===== src/rtl/seq_bit_serializer_pkg.sv =====
// Shared types and defaults for the bit serializer and its downstream detector bench.
package seq_bit_serializer_pkg;

    localparam int unsigned SER_WIDTH_DEFAULT = 8;

    typedef enum logic {
        IDLE  = 1'b0,
        SHIFT = 1'b1
    } ser_state_e;

endpackage


===== src/rtl/seq_bit_serializer.sv =====
// Parallel-in/serial-out stage with a one-word holding register for zero-bubble streaming.
// Feeds one bit per clk to the downstream Mealy sequence detector.
module seq_bit_serializer
    import seq_bit_serializer_pkg::*;
#(
    parameter int unsigned WIDTH     = SER_WIDTH_DEFAULT,
    parameter bit          MSB_FIRST = 1'b1
) (
    input  logic             clk,
    input  logic             rst,
    input  logic [WIDTH-1:0] din,
    input  logic             din_valid,
    output logic             din_ready,
    output logic             ser_out,
    output logic             ser_valid,
    output logic             word_done,
    output logic             busy
);

    localparam int unsigned     CNT_W    = $clog2(WIDTH);
    localparam logic [CNT_W-1:0] CNT_LAST = CNT_W'(WIDTH - 1);

    ser_state_e       state_q, state_d;
    logic [WIDTH-1:0] shreg_q, shreg_d;
    logic [CNT_W-1:0] cnt_q, cnt_d;
    logic [WIDTH-1:0] hold_q, hold_d;
    logic             hold_full_q, hold_full_d;

    logic             accept_c;
    logic             last_bit_c;
    logic [WIDTH-1:0] shifted_c;

    // Move the register one place toward the output end, zero filling behind.
    generate
        if (MSB_FIRST) begin : g_msb
            assign shifted_c = {shreg_q[WIDTH-2:0], 1'b0};
            assign ser_out   = shreg_q[WIDTH-1];
        end else begin : g_lsb
            assign shifted_c = {1'b0, shreg_q[WIDTH-1:1]};
            assign ser_out   = shreg_q[0];
        end
    endgenerate

    assign din_ready  = rst && !hold_full_q;
    assign accept_c   = din_valid && din_ready;
    assign last_bit_c = (cnt_q == CNT_LAST);
    assign ser_valid  = (state_q == SHIFT);
    assign word_done  = ser_valid && last_bit_c;
    assign busy       = ser_valid || hold_full_q;

    always_ff @(posedge clk or negedge rst) begin
        if (!rst) begin
            state_q     <= IDLE;
            shreg_q     <= '0;
            cnt_q       <= '0;
            hold_q      <= '0;
            hold_full_q <= 1'b0;
        end else begin
            state_q     <= state_d;
            shreg_q     <= shreg_d;
            cnt_q       <= cnt_d;
            hold_q      <= hold_d;
            hold_full_q <= hold_full_d;
        end
    end

    // On the last bit a held word wins over a fresh accept; an empty pipe drops to IDLE.
    always_comb begin
        state_d     = state_q;
        shreg_d     = shreg_q;
        cnt_d       = cnt_q;
        hold_d      = hold_q;
        hold_full_d = hold_full_q;
        unique case (state_q)
            IDLE: begin
                if (accept_c) begin
                    shreg_d = din;
                    cnt_d   = '0;
                    state_d = SHIFT;
                end
            end
            SHIFT: begin
                if (!last_bit_c) begin
                    shreg_d = shifted_c;
                    cnt_d   = cnt_q + CNT_W'(1);
                    if (accept_c) begin
                        hold_d      = din;
                        hold_full_d = 1'b1;
                    end
                end else if (hold_full_q) begin
                    shreg_d     = hold_q;
                    cnt_d       = '0;
                    hold_full_d = 1'b0;
                end else if (accept_c) begin
                    shreg_d = din;
                    cnt_d   = '0;
                end else begin
                    shreg_d = '0;
                    cnt_d   = '0;
                    state_d = IDLE;
                end
            end
            default: begin
                state_d = IDLE;
            end
        endcase
    end

endmodule


===== config.mk =====
export PLATFORM = sky130hd
export DESIGN_NAME = seq_bit_serializer
export DESIGN_NICKNAME = d
export VERILOG_FILES = /design/src/rtl/seq_bit_serializer_pkg.sv /design/src/rtl/seq_bit_serializer.sv
export SDC_FILE = /design/constraint.sdc
export NUM_CORES = 1
export LEC_CHECK = 0
export BUFFER_PORTS_ARGS = -buffer_cell sky130_fd_sc_hd__clkbuf_2
export CORE_MARGIN = 5
export CORE_UTILIZATION = 35
export DETAILED_ROUTE_END_ITERATION = 10
export GPL_TIMING_DRIVEN = 0
export PLACE_DENSITY = 0.55
export SYNTH_ARGS = -nofsm -noshare
export SYNTH_HDL_FRONTEND = slang
export SYNTH_SLANG_ARGS = --single-unit

===== constraint.sdc =====
create_clock -name clk -period 2.22 [get_ports clk]
set_input_delay 0.222 -clock clk [delete_from_list [all_inputs] [get_ports clk]]
set_output_delay 0.222 -clock clk [all_outputs]
set_load 0.01 [all_outputs]

==> results.txt <==
----------------------------------------------------
[Synth]
  Top cells by count, synth ... 21 x sky130_fd_sc_hd__dfrtp_1, 13 x sky130_fd_sc_hd__nand2_1, 8 x sky130_fd_sc_hd__a21oi_1, 8 x sky130_fd_sc_hd__mux2_4
  Dominant synthesized flop cell ... sky130_fd_sc_hd__dfrtp_1
  Netlist area before placement ... 0.00119 mm²
  Fraction of the yosys area taken by sequential cells ... 44.2%
  Number of synthesized flops with an enable pin ... 0
  Cell types occupying the most area after synthesis ... sky130_fd_sc_hd__dfrtp_1 44%, sky130_fd_sc_hd__mux2_4 10%, sky130_fd_sc_hd__nand4b_1 5.2%
  Average instance area after synthesis ... 10.4 µm²
  Biggest area consumer among synthesized cells ... sky130_fd_sc_hd__dfrtp_1
  Leading cell type by number of instances after synthesis ... sky130_fd_sc_hd__dfrtp_1
  Yosys Warn Count ... 0
  Number of distinct library cell variants in the gate-level netlist after synthesis ... 27
  Share of the synthesized area in the top cell type ... 44.2%
  Flip-flop and latch count after synthesis ... 21
  Fraction of registers with async set or reset after synthesis ... between 90% and 100%
  Synth Instances ... 114
  Number of nets in the synthesized netlist ... 127

[Critical path]
  CP top delay family ... adder cells
  Data required time at the worst endpoint ... 2000 ps
  Register-to-Register Setup Slack ... 420 ps
  WP data arrival ... 1670 ps
  Setup crit start kind ... flop
  Worst path cell trace ... ha_1, ha_1, nand2_1, inv_1, clkbuf_2
  Cell with the largest stage delay on the worst path ... sky130_fd_sc_hd__dfrtp_1
  Most used cell, CP ... sky130_fd_sc_hd__ha_1
  FF-to-FF End ... hold_q[2]
  WS Path Type ... reg2out
  Reg-to-reg critical path startpoint ... cnt_q[0]
  Maximum single-stage delay on the critical path ... 410 ps
  WP buf/inv ... 2
  Worst Path Max Fanout ... 8
  Number of cells traversed by the worst register-to-register path ... 7
  Crit end category ... primary output

[Floorplan]
  Die width ... 68.3 µm
  Number of top-level pins ... 16
  Die Y-Extent ... between 60 and 70 µm
  Initial Utilization ... 35.9%
  Die area ... 0.00466 mm²
  Site row count ... 21
  Core footprint ... 0.00331 mm²

[Final layout]
  Number of standard cells in the final layout excluding fillers ... 179
  Fraction of layout instances using a drive strength above 1 ... 28.6%
  FF/Latch Area ... 526 µm²
  Ant. Diodes ... 0
  Area growth from synthesis to final layout ... 13.9%
  Fill cells ... around 360
  Final layout net count ... 147
  Post-route cell area ... approximately 0.0014 mm²
  Area of the multi-input gates ... 594 µm²

[STA]
  Relative slew margins ... 34.3%
  Total negative slack ... 0 ps
  Actual transition at the worst max-transition pin ... 982 ps
  Unrepaired setup endpoints after global routing ... false
  Final hold vios ... 0
  Final Setup Violations ... 0
  Clock skew after layout ... approximately 12 ps
  Period utilisation layout ... 85.4%
  Maximum frequency from static timing analysis ... 0.528 GHz
  PnR worst setup slack ... approximately 320 ps
  Final number of max-transition violations ... 0
  Crit path time final ... around 1900 ps

[Global routing]
  Number of antenna violations at the first check in global routing ... 0
  Layer with the highest usage after global routing ... met2
  Largest net degree at the start of global routing ... 22
  First-pass GRT wire length ... 4890 µm
  Aggregate global-route resource usage ... 14.4%
  GR Util met2 ... a little under a quarter
  Total congestion overflow ... 0
  Met1 routing resource usage after global routing ... 18.6%
  Met3 Track Usage GR ... 2.63%
  Via count of the first global-routing pass ... 977

[Flow run]
  Max-cap violations ... 0

[Clock tree]
  Number of buffers inserted during clock tree synthesis ... 3
  Number of H-tree branching levels ... 1
  Source-to-sink clock delay at the later pin of the worst-skew pair ... 310 ps
  Clock sink count ... 21
  Clock transition at path regs ... 130 ps
  Clock tree from TritonCTS ... done
  Clock tree root driver cell ... sky130_fd_sc_hd__clkbuf_4
  Maximum root-to-sink buffer count ... 2
  Number of gates given a new drive strength after cts ... 0
  Buffers inserted by post-CTS timing repair ... 0

[Outcome]
  Run status ... finished clean

[Placed design]
  Post-Place Cells ... approximately 170
  Instance area at placement ... 0.00132 mm²
  Worst setup timing slack at the placement stage ... between 150 and 200 ps
  Quantity of I/O buffers inserted on ports ... 14
  Half-perimeter wire length after placement ... 1920 µm
  Final Wtd Congestion ... 0.769

[Drt]
  First-pass iteration count of the detailed router ... 4
  Via count ... 928
  Number of nets with antenna violations after routing ... 0
  Routed via count divided by cell count ... 5.18
  Wire length reported by the detailed router ... 2900 µm
  Mean routed wirelength per cell ... around 16 µm
  Iteration-0 DRC count of the detailed router ... 64
  Total DRC errors in the routed layout ... 0

[Hold path]
  Worst min path class ... in2reg
  Hold Path Stages ... 2
  Min-Delay Startpoint ... din[5]
  Worst Hold Endpoint ... hold_q[5]

[Power and ir drop]
  Leakage ... 0.617 nW
  Power per cell area ... 1300 mW/mm²
  Maximum ir drop on the vdd rail ... 297 µV

----------------------------------------------------
area by class of cell:
| class | count | area share [%] |
|---|---|---|
| Sequential cell | 21 | 38.8 |
| Timing Repair Buffer | 15 | 5.91 |
| Clock inverter | 1 | 0.370 |
| Buffer | 9 | 4.53 |
| Tap cell | 46 | 4.25 |
| Inverter | 2 | 0.555 |
| Multi-Input combinational cell | 82 | 43.9 |
| Clock buffer | 3 | 1.66 |
stage by stage:
step	utilization, %	power (mW)	hold slack (ps)
after CTS	40.9	1.79	155
after global routing	40.9	1.94	145
after floorplan	-	1.35	-73.6
final	40.9	1.77	170
after global placement	39.8	1.55	236
after detailed placement	39.8	1.59	244
worst max-delay path by stage:
stage	startpoint	endpoint	slack, ps	depth (start not counted)
global route	ser_valid	busy	190	4
finish	cnt_q[0]	word_done	320	5
CTS	cnt_q[0]	word_done	290	5
floorplan	cnt_q[0]	hold_q[0]	540	7
global placement	rst	hold_q[4]	240	6
detailed placement	rst	hold_q[6]	180	6
timing repair:
item / 4_1_cts / 5_1_grt
setup endpoints to repair: 0 / 0
hold buffers: 1 / 0
hold endpoints to repair: 21 / 0
logic make-up after synthesis:
logic type | after synthesis | synth area share [%]
and+or+nand+nor | 43 | 22.0
AOI/OAI and AO/OA | 27 | 14.0
DFF | 21 | 44.2
buffers and inverters | 11 | 5.79
muxes | 10 | 11.9
adders and majority gates | 2 | 2.10
where the power goes:
| part | total, mW | internal, mW | leakage (nW) | switching [mW] |
|---|---|---|---|---|
| Sequential | 0.701 | 0.576 | 0.251 | 0.125 |
| Combinational | 0.879 | 0.449 | 0.348 | 0.430 |
| Clock | 0.186 | 0.0672 | 0.0177 | 0.119 |
layer usage:
layer | share of wire (%) | vias to the layer above
met2 | 48 | 15
met5 | 0 | -
li1 | - | 447
met1 | 47 | 464
met3 | 3.5 | 2
met4 | 0.69 | 0
sequential cells by signal, indices dropped and copies added (netlist names):
name,cells
shreg_q,8
hold_q,8
cnt_q,3
ser_valid,1
hold_full_q,1
layout by cell type, fill, tap and decap left out, types with 2 or more instances in the layout:
cell type                  synthesis  final
sky130_fd_sc_hd__nand4b_1          7      7
sky130_fd_sc_hd__mux2_4            8      8
sky130_fd_sc_hd__dfrtp_1          21     21
sky130_fd_sc_hd__nor3_1            7      7
sky130_fd_sc_hd__a21o_1            7      7
sky130_fd_sc_hd__nor2b_1           2      2
sky130_fd_sc_hd__nand2_1          13     13
sky130_fd_sc_hd__and2b_1           6      6
sky130_fd_sc_hd__a21oi_1           8      8
sky130_fd_sc_hd__clkbuf_4          0      3
sky130_fd_sc_hd__inv_1             2      2
sky130_fd_sc_hd__a31oi_1           7      7
sky130_fd_sc_hd__nor2_1            2      2
sky130_fd_sc_hd__ha_1              2      2
sky130_fd_sc_hd__o21ai_0           3      3
sky130_fd_sc_hd__clkbuf_2          0     14
sky130_fd_sc_hd__buf_2             7      7
Note: power is estimated with default switching activity, not from simulation.
